## src/rtl/lcd_init_pkg.sv

```systemverilog
// Shared definitions for the ST7735 init sequencer: FSM encoding, the fixed
// command table and the parameter-byte budget held in the init BRAM.
package lcd_init_pkg;

  typedef enum logic [2:0] {
    ST_IDLE,
    ST_CMD,
    ST_FETCH,
    ST_WAIT,
    ST_PARAM,
    ST_DELAY,
    ST_NEXT,
    ST_DONE
  } state_t;

  localparam int CMD_COUNT   = 21;
  localparam int CMD_IDX_W   = $clog2(CMD_COUNT);
  localparam int PARAM_TOTAL = 67;

  localparam logic [7:0] OP_SWRESET = 8'h01;
  localparam logic [7:0] OP_SLPOUT  = 8'h11;
  localparam logic [7:0] OP_FRMCTR1 = 8'hB1;
  localparam logic [7:0] OP_FRMCTR2 = 8'hB2;
  localparam logic [7:0] OP_FRMCTR3 = 8'hB3;
  localparam logic [7:0] OP_INVCTR  = 8'hB4;
  localparam logic [7:0] OP_PWCTR1  = 8'hC0;
  localparam logic [7:0] OP_PWCTR2  = 8'hC1;
  localparam logic [7:0] OP_PWCTR3  = 8'hC2;
  localparam logic [7:0] OP_PWCTR4  = 8'hC3;
  localparam logic [7:0] OP_PWCTR5  = 8'hC4;
  localparam logic [7:0] OP_VMCTR1  = 8'hC5;
  localparam logic [7:0] OP_GMCTRP1 = 8'hE0;
  localparam logic [7:0] OP_GMCTRN1 = 8'hE1;
  localparam logic [7:0] OP_PWCTR6  = 8'hFC;
  localparam logic [7:0] OP_COLMOD  = 8'h3A;
  localparam logic [7:0] OP_MADCTL  = 8'h36;
  localparam logic [7:0] OP_CASET   = 8'h2A;
  localparam logic [7:0] OP_RASET   = 8'h2B;
  localparam logic [7:0] OP_DISPON  = 8'h29;
  localparam logic [7:0] OP_RAMWR   = 8'h2C;

  localparam logic [7:0] OPCODES [CMD_COUNT] = '{
    OP_SWRESET, OP_SLPOUT,
    OP_FRMCTR1, OP_FRMCTR2, OP_FRMCTR3, OP_INVCTR,
    OP_PWCTR1, OP_PWCTR2, OP_PWCTR3, OP_PWCTR4, OP_PWCTR5, OP_VMCTR1,
    OP_GMCTRP1, OP_GMCTRN1, OP_PWCTR6,
    OP_COLMOD, OP_MADCTL, OP_CASET, OP_RASET,
    OP_DISPON, OP_RAMWR
  };

  localparam logic [4:0] NPARAMS [CMD_COUNT] = '{
    5'd0, 5'd0,
    5'd3, 5'd3, 5'd6, 5'd1,
    5'd3, 5'd1, 5'd2, 5'd2, 5'd2, 5'd1,
    5'd16, 5'd16, 5'd1,
    5'd1, 5'd1, 5'd4, 5'd4,
    5'd0, 5'd0
  };

  // Commands that need the panel to settle before anything else is sent.
  localparam logic DELAY_FLAG [CMD_COUNT] = '{
    1'b1, 1'b1,
    1'b0, 1'b0, 1'b0, 1'b0,
    1'b0, 1'b0, 1'b0, 1'b0, 1'b0, 1'b0,
    1'b0, 1'b0, 1'b0,
    1'b0, 1'b0, 1'b0, 1'b0,
    1'b1, 1'b0
  };

  function automatic int param_sum();
    int s = 0;
    for (int i = 0; i < CMD_COUNT; i++) s += int'(NPARAMS[i]);
    return s;
  endfunction

  localparam bit PARAM_SUM_OK = (param_sum() == PARAM_TOTAL);

endpackage

```

## src/rtl/lcd_delay_timer.sv

```systemverilog
// Post-command settle timer: reloads while idle, counts down while enabled and
// flags expiry once DELAY_CYCLES counting cycles have elapsed.
module lcd_delay_timer #(
  parameter int DELAY_CYCLES = 1440000
) (
  input  logic clk,
  input  logic rst,
  input  logic load,
  input  logic count,
  output logic expired
);

  localparam int CNT_W = (DELAY_CYCLES > 1) ? $clog2(DELAY_CYCLES) : 1;
  localparam logic [CNT_W-1:0] RELOAD = CNT_W'(DELAY_CYCLES - 1);

  logic [CNT_W-1:0] remaining;

  // NOTE: sequential state is updated with non-blocking assignments only, so
  // every reader sees the pre-edge value regardless of process ordering.
  always_ff @(posedge clk) begin
    if (rst || load) begin
      remaining <= RELOAD;
    end else if (count && !expired) begin
      remaining <= remaining - CNT_W'(1);
    end
  end

  assign expired = (remaining == '0);

endmodule

```

## src/rtl/lcd_init_sequencer.sv

```systemverilog
// ST7735 init sequencer: walks the command table, streams each opcode (dc=0)
// and its BRAM-held parameter bytes (dc=1) to the SPI byte shifter.
module lcd_init_sequencer
  import lcd_init_pkg::*;
#(
  parameter int DELAY_CYCLES = 1440000,
  parameter int ADDR_W       = 7
) (
  input  logic              clk,
  input  logic              rst,
  input  logic              start,
  output logic              rd_en,
  output logic [ADDR_W-1:0] rd_addr,
  input  logic [7:0]        rd_data,
  input  logic              rd_valid,
  output logic [7:0]        tx_byte,
  output logic              tx_dc,
  output logic              tx_valid,
  input  logic              tx_ready,
  output logic              busy,
  output logic              done
);

  if (!PARAM_SUM_OK) begin : g_param_sum_check
    $error("lcd_init_pkg: NPARAMS does not sum to PARAM_TOTAL");
  end

  localparam logic [CMD_IDX_W-1:0] LAST_CMD = CMD_IDX_W'(CMD_COUNT - 1);

  state_t               state;
  logic [CMD_IDX_W-1:0] cmd_idx;
  logic [4:0]           param_cnt;
  logic                 delay_expired;
  state_t               after_cmd;

  assign after_cmd = DELAY_FLAG[cmd_idx] ? ST_DELAY : ST_NEXT;

  lcd_delay_timer #(.DELAY_CYCLES(DELAY_CYCLES)) u_delay (
    .clk     (clk),
    .rst     (rst),
    .load    (state != ST_DELAY),
    .count   (state == ST_DELAY),
    .expired (delay_expired)
  );

  always_ff @(posedge clk) begin
    if (rst) begin
      state     <= ST_IDLE;
      cmd_idx   <= '0;
      param_cnt <= '0;
      rd_en     <= 1'b0;
      rd_addr   <= '0;
      tx_byte   <= '0;
      tx_dc     <= 1'b0;
      tx_valid  <= 1'b0;
      busy      <= 1'b0;
      done      <= 1'b0;
    end else begin
      // Read strobe is a single-cycle pulse raised only on entry to FETCH.
      rd_en <= 1'b0;
      unique case (state)
        ST_IDLE, ST_DONE: begin
          if (start) begin
            state   <= ST_CMD;
            cmd_idx <= '0;
            rd_addr <= '0;
            busy    <= 1'b1;
            done    <= 1'b0;
          end
        end
        ST_CMD: begin
          if (!tx_valid) begin
            tx_byte   <= OPCODES[cmd_idx];
            tx_dc     <= 1'b0;
            tx_valid  <= 1'b1;
            param_cnt <= NPARAMS[cmd_idx];
          end else if (tx_ready) begin
            tx_valid <= 1'b0;
            if (param_cnt != '0) begin
              state <= ST_FETCH;
              rd_en <= 1'b1;
            end else begin
              state <= after_cmd;
            end
          end
        end
        ST_FETCH: state <= ST_WAIT;
        ST_WAIT: begin
          if (rd_valid) begin
            tx_byte  <= rd_data;
            tx_dc    <= 1'b1;
            tx_valid <= 1'b1;
            state    <= ST_PARAM;
          end
        end
        ST_PARAM: begin
          if (tx_ready) begin
            tx_valid  <= 1'b0;
            rd_addr   <= rd_addr + ADDR_W'(1);
            param_cnt <= param_cnt - 5'd1;
            if (param_cnt != 5'd1) begin
              state <= ST_FETCH;
              rd_en <= 1'b1;
            end else begin
              state <= after_cmd;
            end
          end
        end
        ST_DELAY: if (delay_expired) state <= ST_NEXT;
        ST_NEXT: begin
          if (cmd_idx == LAST_CMD) begin
            state <= ST_DONE;
            busy  <= 1'b0;
            done  <= 1'b1;
          end else begin
            cmd_idx <= cmd_idx + CMD_IDX_W'(1);
            state   <= ST_CMD;
          end
        end
        default: state <= ST_IDLE;
      endcase
    end
  end

endmodule

```

## config.mk

```make
export PLATFORM = sky130hd
export DESIGN_NAME = lcd_init_sequencer
export DESIGN_NICKNAME = d
export VERILOG_FILES = /design/src/rtl/lcd_init_pkg.sv /design/src/rtl/lcd_delay_timer.sv /design/src/rtl/lcd_init_sequencer.sv
export SDC_FILE = /design/constraint.sdc
export NUM_CORES = 1
export LEC_CHECK = 0
export CELL_PAD_IN_SITES_DETAIL_PLACEMENT = 0
export CELL_PAD_IN_SITES_GLOBAL_PLACEMENT = 1
export CORE_MARGIN = 4
export CORE_UTILIZATION = 47
export CTS_CLUSTER_SIZE = 8
export DETAILED_ROUTE_END_ITERATION = 10
export PLACE_DENSITY_LB_ADDON = 0.1
export SYNTH_ARGS = -nofsm -noshare
export SYNTH_HDL_FRONTEND = slang
export SYNTH_HIERARCHICAL = 1
export SYNTH_SLANG_ARGS = --single-unit
```

## constraint.sdc

```tcl
create_clock -name clk -period 6.7 [get_ports clk]
set_clock_uncertainty 0.1 [all_clocks]
set_input_delay 2.01 -clock clk [delete_from_list [all_inputs] [get_ports clk]]
set_output_delay 2.01 -clock clk [all_outputs]
set_load 0.005 [all_outputs]
```

### After elaboration in Yosys (flattened, before gate mapping)

Memories as Yosys holds them, arrays and structs flattened.
Index checks and enable logic that the tools add are counted.

* register bits: 54
* word-level logic and storage cells: 106
* bits in read-only memories: 448
* memories kept: 3

* magnitude comparators: 1
* reductions and logical operators: 19
* bitwise logic cells: 1
* multiplexer cells: 48
* equal/unequal tests: 19
* add/sub/neg operators: 4

Memory list
* (name not given): words 32, bits a word 8, rd ports 1, clocked after Yosys merged registers in 0, write ports 0, line lcd_init_sequencer.sv:73 `tx_byte <= OPCODES[cmd_idx];`
* (name not given): words 32, bits a word 5, rd ports 1, clocked after Yosys merged registers in 0, write ports 0, line lcd_init_sequencer.sv:76 `param_cnt <= NPARAMS[cmd_idx];`
* (name not given): words 32, bits a word 1, rd ports 1, clocked after Yosys merged registers in 0, write ports 0, line lcd_init_sequencer.sv:36 `assign after_cmd = DELAY_FLAG[cmd_idx] ? ST_DELAY : ST_NEXT;`

Operators by type and width (count)
* $mux 8: 4
* $mux 5: 6
* $mux 3: 9
* $logic_not 21->1: 1
* $pmux 3 s7: 1
* $sub 21x1->21 const B: 1
* $pmux 5 s2: 2
* $ne 2x2->1 const B: 9
* $reduce_and 3->1: 6
* $mux 1: 16
* $pmux 8 s2: 1
* $mux 7: 2
* $pmux 7 s2: 1
* $eq 3x3->1 const B: 4
* $pmux 1 s2: 4
* $reduce_bool 2->1: 4
* $add 7x1->7 const B: 1
* $eq 3x2->1 const B: 2
* $ge 6x6->1 const B: 1
* $not 5->6: 1
* $reduce_and 6->1: 1
* $add 5x1->5 const B: 1
* $eq 5x5->1 const B: 1
* $ne 5x1->1 const B: 1
* 12 further kinds: 12

### Depth between registers and ports, before layout

Gate-level depths: netlist (run 1).

* word-level depth: 9
* depth in mapped cells: 10
* mapped depth without buffers: 8

### Modules after synthesis

The synthesis (run 1) kept the hierarchy.

By module, submodules not included
* lcd_init_sequencer: times used 1, cells an instance 282, seq. area each 660.6 um2, area each 2462.4 um2
* lcd_delay_timer: times used 1, cells an instance 124, seq. area each 420.4 um2, area each 1042.2 um2

### Worst setup path after synthesis (run 1)

OpenSTA, ideal clock, no wires.

* kind: input to register
* start: in tx_ready
* end: reg state[0]
* stages on the path: 5
* data required time: 6.512 ns
* arrival time: 3.028 ns
* setup slack: 3.484 ns
* library setup time: 0.088 ns
* cells stage by stage: buf_2 -> mux2_1 -> o22a_1 -> and3_1 -> a311oi_2

* word-level cells in the longest chain between the ends: 2
* elaborated cells between the ends (all ways): 3
* classes of those cells: eq/ne: 2; reduce/logical: 1

RTL lines
* start: declaration: line lcd_init_sequencer.sv:19 `input logic tx_ready,`
* $ne 2x2->1 (no source line)
* $reduce_and 6->1 (no source line) *
* end signal: assignment: line lcd_init_sequencer.sv:83 `state <= after_cmd;`
* end signal: assignment: line lcd_init_sequencer.sv:105 `state <= after_cmd;`
* end: declaration: line lcd_init_sequencer.sv:30 `state_t state;`

Every way passes the cells marked *; elsewhere a longest branch is shown, timed or not.
A chain may end at the register's enable or synchronous reset.

### Worst setup path in the final report (run 1)

* start: in rst
* end: reg u_delay.remaining[12]

* word-level cells in the longest chain between the ends: 1

RTL lines
* start: declaration: line lcd_init_sequencer.sv:10 `input logic rst,`
* $logic_or 1x1->1: line lcd_delay_timer.sv:21 `if (rst || load) begin`
* end signal: assignment: line lcd_delay_timer.sv:24 `remaining <= remaining - CNT_W'(1);`
* end: declaration: line lcd_delay_timer.sv:16 `logic [CNT_W-1:0] remaining;`

No other way between the ends.

==> flow_summary_export.csv, run 1 <==
group,metric,value,unit
floorplan,core,7250,µm²
logic_synthesis,synth_enable_flop_cells,0,
logic_synthesis,yosys.cell_types.count,79,
logic_synthesis,synth_xor_xnor_area_share,0.0250,
critical_path,cp-start-kind,"input port",
floorplan,rows,31,
placement,io_buffers,32,
final_layout,antenna_cells,0,
logic_synthesis,ys_async_sr_fraction,0,
detailed_routing,vias_per_cell,5.82,
logic_synthesis,avgSynthCellArea,8.63,µm²
detailed_routing,drtIter0Drc,167,
detailed_routing,wirelength,8180,µm
sta,fmax,0.273,GHz
power,power_leakage,1.34,nW
sta,setup_viol,0,
final_layout,drive_gt1_frac,0.0986,
cts,cts-hold-fix-buffers,0,
floorplan,start_util,0.483,
final_layout,final_area,3920,µm²
sta,finalMaxSlewViolations,0,
placement,gp_congestion,0.815,
run_status,outcome,"completed",
critical_path,crit_chain,"clkdlybuf4s50_1, buf_4, nor2_1, o21ai_0",
run,cap_violations,0,
grt,grt_use_total,0.187,
critical_path,cp_max_fo,31,
final_layout,syn2layout_area_growth,11.7,%
logic_synthesis,ys_top_cells_by_area,"dfxtp_1 (31%), ha_1 (5.7%), a21oi_1 (3.7%)",
logic_synthesis,synthesis.nets,435,
placement,hpwlAfterDp,5780,µm
cts,cts.sinks,54,
logic_synthesis,yosysSeqAreaShare,0.308,
logic_synthesis,ys.flop_type,"dfxtp_1",
cts,cts_buffers,5,
critical_path,reg2reg_from,"state[2]",
grt,grt_pass1_wl,13700,µm
critical_path,arrival,3720,ps
grt,overflow,0,
sta,finalHoldViolations,0,
critical_path,critPathCapture,"u_delay/remaining[12]",
floorplan,ios,33,
final_layout,fin_nets,454,
logic_synthesis,synth_top_family_by_area,"simple AND/OR/NAND/NOR gates",
critical_path,crit_start,"rst",
placement,dpl.cell_count,517,
sta,fin_setup_tns,0,ps
cts,clock_latency,310,ps
logic_synthesis,synthSimpleGateAreaFrac,0.280,
grt,grt_pass1_vias,2812,
detailed_routing,vias,3054,
grt,grt_max_degree,32,
cts,cts_resized,0,
sta,rsz0062_at_grt,"false",
cts,clockRootBuffer,"clkbuf_8",
logic_synthesis,ys_seq_elements,54,
critical_path,path_delay_family,"simple AND/OR/NAND/NOR gates",
logic_synthesis,synth_common_cells,"dfxtp_1 (54), nand2_1 (29), a21oi_1 (26)",
logic_synthesis,synth_top_area_cell,"dfxtp_1",
grt,antenna_found_initial,0,
placement,place_area,3810,µm²
sta,worst_pin_slew,1090,ps
critical_path,crit_type,"input port to register",
sta,period_needed,3660,ps
logic_synthesis,synth_top_area_share,0.308,
power,total_power,0.642,mW
power,ir_worst_vdd,73.0,µV
critical_path,ff2ff_path_depth,7,
logic_synthesis,yosysWarnings,6,
sta,finalCritPeriodShare,0.547,
cts,cts_tree,"done",
sta,slew_headroom,0.268,
logic_synthesis,synthAdderAreaFrac,0.0571,
critical_path,reg2reg_setup_slack,3590,ps
floorplan,die_area,8900,µm²
detailed_routing,route.detailed.drc,0,
floorplan,die_h,94.4,µm
sta,worst_slack,3040,ps
final_layout,fin_util,0.540,
placement,pre_cts_ws,2640,ps
detailed_routing,drt-pass1-iter-count,4,
detailed_routing,ant_nets,0,
critical_path,r2r-end,"u_delay/remaining[18]",
logic_synthesis,synthCells,406,
hold_path,hold_path.class,"register to register",
cts,post_cts_buffers,0,
sta,hold_ws,359,ps
critical_path,cp_num_buf_inv,2,
floorplan,die_w,94.4,µm
detailed_routing,wl_per_cell,15.6,µm
critical_path,cp.required,6750,ps
logic_synthesis,synth_compound_gate_area_share,0.225,
critical_path,slowest_delay,860,ps
critical_path,crit_slowest_cell,"nor2_1",
final_layout,finalNonFillerCells,525,
logic_synthesis,synthMuxAreaShare,0.0343,
critical_path,cp_num_cells,4,
power,power_density,164,nW/µm²
cts,cts_buffer_depth,2,
critical_path,cp-end-kind,"register",
cts,path_clk_slew,100,ps
logic_synthesis,synth_most_common_cell,"dfxtp_1",
logic_synthesis,synth_area,3500,µm²
cts,h-tree-depth,2,
==> registers in the layout, summed over array words and instances, names as in the netlist <==
register	count
busy	1
cmd_idx	5
done	1
param_cnt	5
rd_addr	7
rd_en	1
state	3
tx_byte	8
tx_dc	1
tx_valid	1
u_delay/remaining	21
==> final cells by class <==
cell class                      count  area, µm²
Clock buffer                        5       68.8
Clock inverter                      3       40.0
Fill cell                         730       3340
Inverter                           19       71.3
Multi-Input combinational cell    309       2180
Sequential cell                    54       1080
Tap cell                           99        124
Timing Repair Buffer               36        350
==> layer usage <==
layer / share of wire / vias up / GRT usage
li1: - / 1551 / -
met1: 0.52 / 1442 / 0.272
met2: 0.44 / 56 / 0.293
met3: 0.039 / 5 / 0.0311
met4: 0.0065 / 0 / 0.0385
met5: 0 / - / 0
==> worst register-to-register path: stages, from the launching register on <==
cell and delay (ps):
dfxtp_1 940, nand3b_1 360, inv_1 210, nand2_1 180, nor4_1 550, nand3_1 250, o31ai_1 270, nand3b_1 100
==> kinds of logic after synthesis <==
family,Yosys count
flip-flops,54
AND/OR/NAND/NOR,158
adder cells (fa/ha/maj),16
buffers and inverters,43
multiplexers,10
XOR/XNOR,10
AO/OA/AOI/OAI,115
==> report_power, final <==
| group | switching (mW) | leakage (nW) | internal, mW |
|---|---|---|---|
| Combinational | 0.0443 | 0.841 | 0.0417 |
| Clock | 0.111 | 0.0579 | 0.110 |
| Sequential | 0.00695 | 0.438 | 0.328 |
==> layout by cell type (no fill, tap or decap), drive strengths merged, types with 3 or more instances in the layout <==
cell type      count
o211ai             6
nor3b              3
a31oi              6
ha                16
and3               3
or3               12
clkbuf             5
and2               3
dfxtp             54
and3b              3
nor2              24
nand2             31
and4               4
or2                3
nand3             12
o21ai             28
a211oi             6
o22ai              3
a21oi             28
xor2               9
clkinv             3
buf                4
o31ai              7
nand3b            11
or4                7
mux2               3
nor4               4
nand4b             5
inv               18
mux2i              6
nor3              15
clkdlybuf4s50     32
o311ai             3
o2111ai            3
nand2b             9
or3b               3
==> worst min path at each step <==
stage	from	to	cells past startpoint
after floorplan	u_delay/remaining[20]	u_delay/remaining[20]	2
after global placement	u_delay/remaining[20]	u_delay/remaining[20]	2
after detailed placement	u_delay/remaining[20]	u_delay/remaining[20]	2
after CTS	u_delay/remaining[20]	u_delay/remaining[20]	2
after global routing	tx_byte[2]	tx_byte[2]	2
final	u_delay/remaining[20]	u_delay/remaining[20]	2
(Power assumes the default switching activity.)
==> run 2, diff against run 1 <==
- CORE_UTILIZATION: 47 -> 40
- clock period: 6.7 -> 3.3 ns (I/O delays scaled with it)
==> run 2 against run 1 <==
  * Global-route usage fell by 1.2 points
  * Final area rose by 0.90%
  * Critical path depth rose by 2
  * Critical endpoint is now u_delay/remaining[9]
  * Largest power group unchanged
  * Highest routed layer unchanged
==> flow_summary_export.csv, run 2 (synthesis results as in run 1) <==
group,metric,value,unit
sta,setup_viol,0,
critical_path,cp_max_fo,11,
sta,fin_setup_tns,0,ps
hold_path,hold_path_depth,2,
placement,place_area,3860,µm²
final_layout,largest_reg_flops,21,
sta,period_needed,2680,ps
grt,grt_use_total,0.176,
cts,path_clk_slew,100,ps
final_layout,fin_util,0.471,
critical_path,cp-start-kind,"register",
grt,antenna_found_initial,0,
cts,cts_tree,"done",
placement,gp_congestion,0.774,
floorplan,ios,33,
sta,finalMaxSlewViolations,0,
grt,grt_max_degree,30,
sta,finalHoldViolations,0,
power,ir_worst_vdd,139,µV
power,power_leakage,1.36,nW
cts,cts.sinks,54,
cts,h-tree-depth,2,
run_status,outcome,"completed",
final_layout,final_common_cell,"dfxtp_1",
final_layout,syn2layout_area_growth,12.7,%
placement,io_buffers,32,
cts,clockRootBuffer,"clkbuf_8",
final_layout,antenna_cells,0,
placement,hpwlAfterDp,6200,µm
final_layout,fin_nets,460,
grt,grt_pass1_wl,14800,µm
placement,dpl.cell_count,529,
detailed_routing,route.detailed.drc,0,
sta,finalCritPeriodShare,0.813,
detailed_routing,drtIter0Drc,155,
sta,worst_pin_slew,786,ps
grt,overflow,0,
detailed_routing,ant_nets,0,
detailed_routing,vias,3052,
final_layout,final_area,3950,µm²
grt,grt_pass1_vias,2931,
cts,cts_resized,0,
detailed_routing,drt-pass1-iter-count,4,
detailed_routing,wirelength,8640,µm
final_layout,regMostFlops,"u_delay/remaining",
critical_path,cp.required,3440,ps
cts,cts_buffers,5,
critical_path,ff2ff_path_depth,6,
floorplan,core,8380,µm²
sta,rsz0062_at_grt,"false",
cts,clock_latency,310,ps
final_layout,finalNonFillerCells,537,
floorplan,die_w,102,µm
sta,fmax,0.373,GHz
final_layout,n_fill_cell,861,
final_layout,reg_top3,"u_delay/remaining (21), tx_byte (8), rd_addr (7)",
floorplan,start_util,0.418,
final_layout,seqCellArea,1080,µm²
power,power_density,315,nW/µm²
cts,post_cts_buffers,0,
detailed_routing,vias_per_cell,5.68,
critical_path,crit_type,"register to register",
floorplan,die_h,102,µm
critical_path,arrival,2820,ps
floorplan,rows,33,
final_layout,final_cell_mix,"dfxtp_1 (54), clkdlybuf4s50_1 (32), nand2_1 (29), a21oi_1 (26), nor2_1 (24)",
cts,cts_buffer_depth,2,
critical_path,cp-end-kind,"register",
detailed_routing,wl_per_cell,16.1,µm
floorplan,die_area,10300,µm²
sta,slew_headroom,0.475,
final_layout,multi_input_area,2180,µm²
run,cap_violations,0,
hold_path,hold_path.class,"register to register",
final_layout,drive_gt1_frac,0.109,
cts,cts-hold-fix-buffers,0,
[run 2: layout make-up]
type,count,area share
repair buffers,42,0.100
well taps,105,0.0333
clock buffers,7,0.0219
clock inverters,1,0.00127
inverters,19,0.0181
multi-input cells,309,0.552
flip-flops and latches,54,0.274
[run 2: critical path, cell delays in order, from the launching register on]
cell and delay (ps):
dfxtp_1 370, or4_1 670, or3_4 500, o31ai_1 500, buf_4 250, o21ai_0 90
a21oi_1 130
[run 2: path summary, 6_finish.rpt]
| path | to | slack (ps) | from |
|---|---|---|---|
| worst max-delay path | u_delay/remaining[9] | 620 | u_delay/remaining[2] |
| worst min-delay path | u_delay/remaining[20] | 360 | u_delay/remaining[20] |
| worst max register to register | u_delay/remaining[9] | 620 | u_delay/remaining[2] |
| worst min register to register | u_delay/remaining[20] | 360 | u_delay/remaining[20] |
[run 2: metrics by stage]
step	hold WS [ps]	power (mW)	setup slack (ps)
after CTS	359	1.26	616
after global placement	347	0.872	613
after floorplan	329	0.814	768
after global routing	406	1.30	437
after detailed placement	343	0.873	569
final	361	1.24	619
[run 2: report_power, final]
part / switching [mW] / internal [mW] / total (mW)
clock: 0.216 / 0.170 / 0.386
combinational: 0.0938 / 0.0861 / 0.180
sequential: 0.0124 / 0.666 / 0.679
total: 0.322 / 0.922 / 1.24
[run 2: per-layer routing]
metal / wire [µm] / global-route usage
met5: 0 / 0
met4: 57 / 0.0307
met3: 408 / 0.0262
met2: 3710 / 0.264
met1: 4470 / 0.268
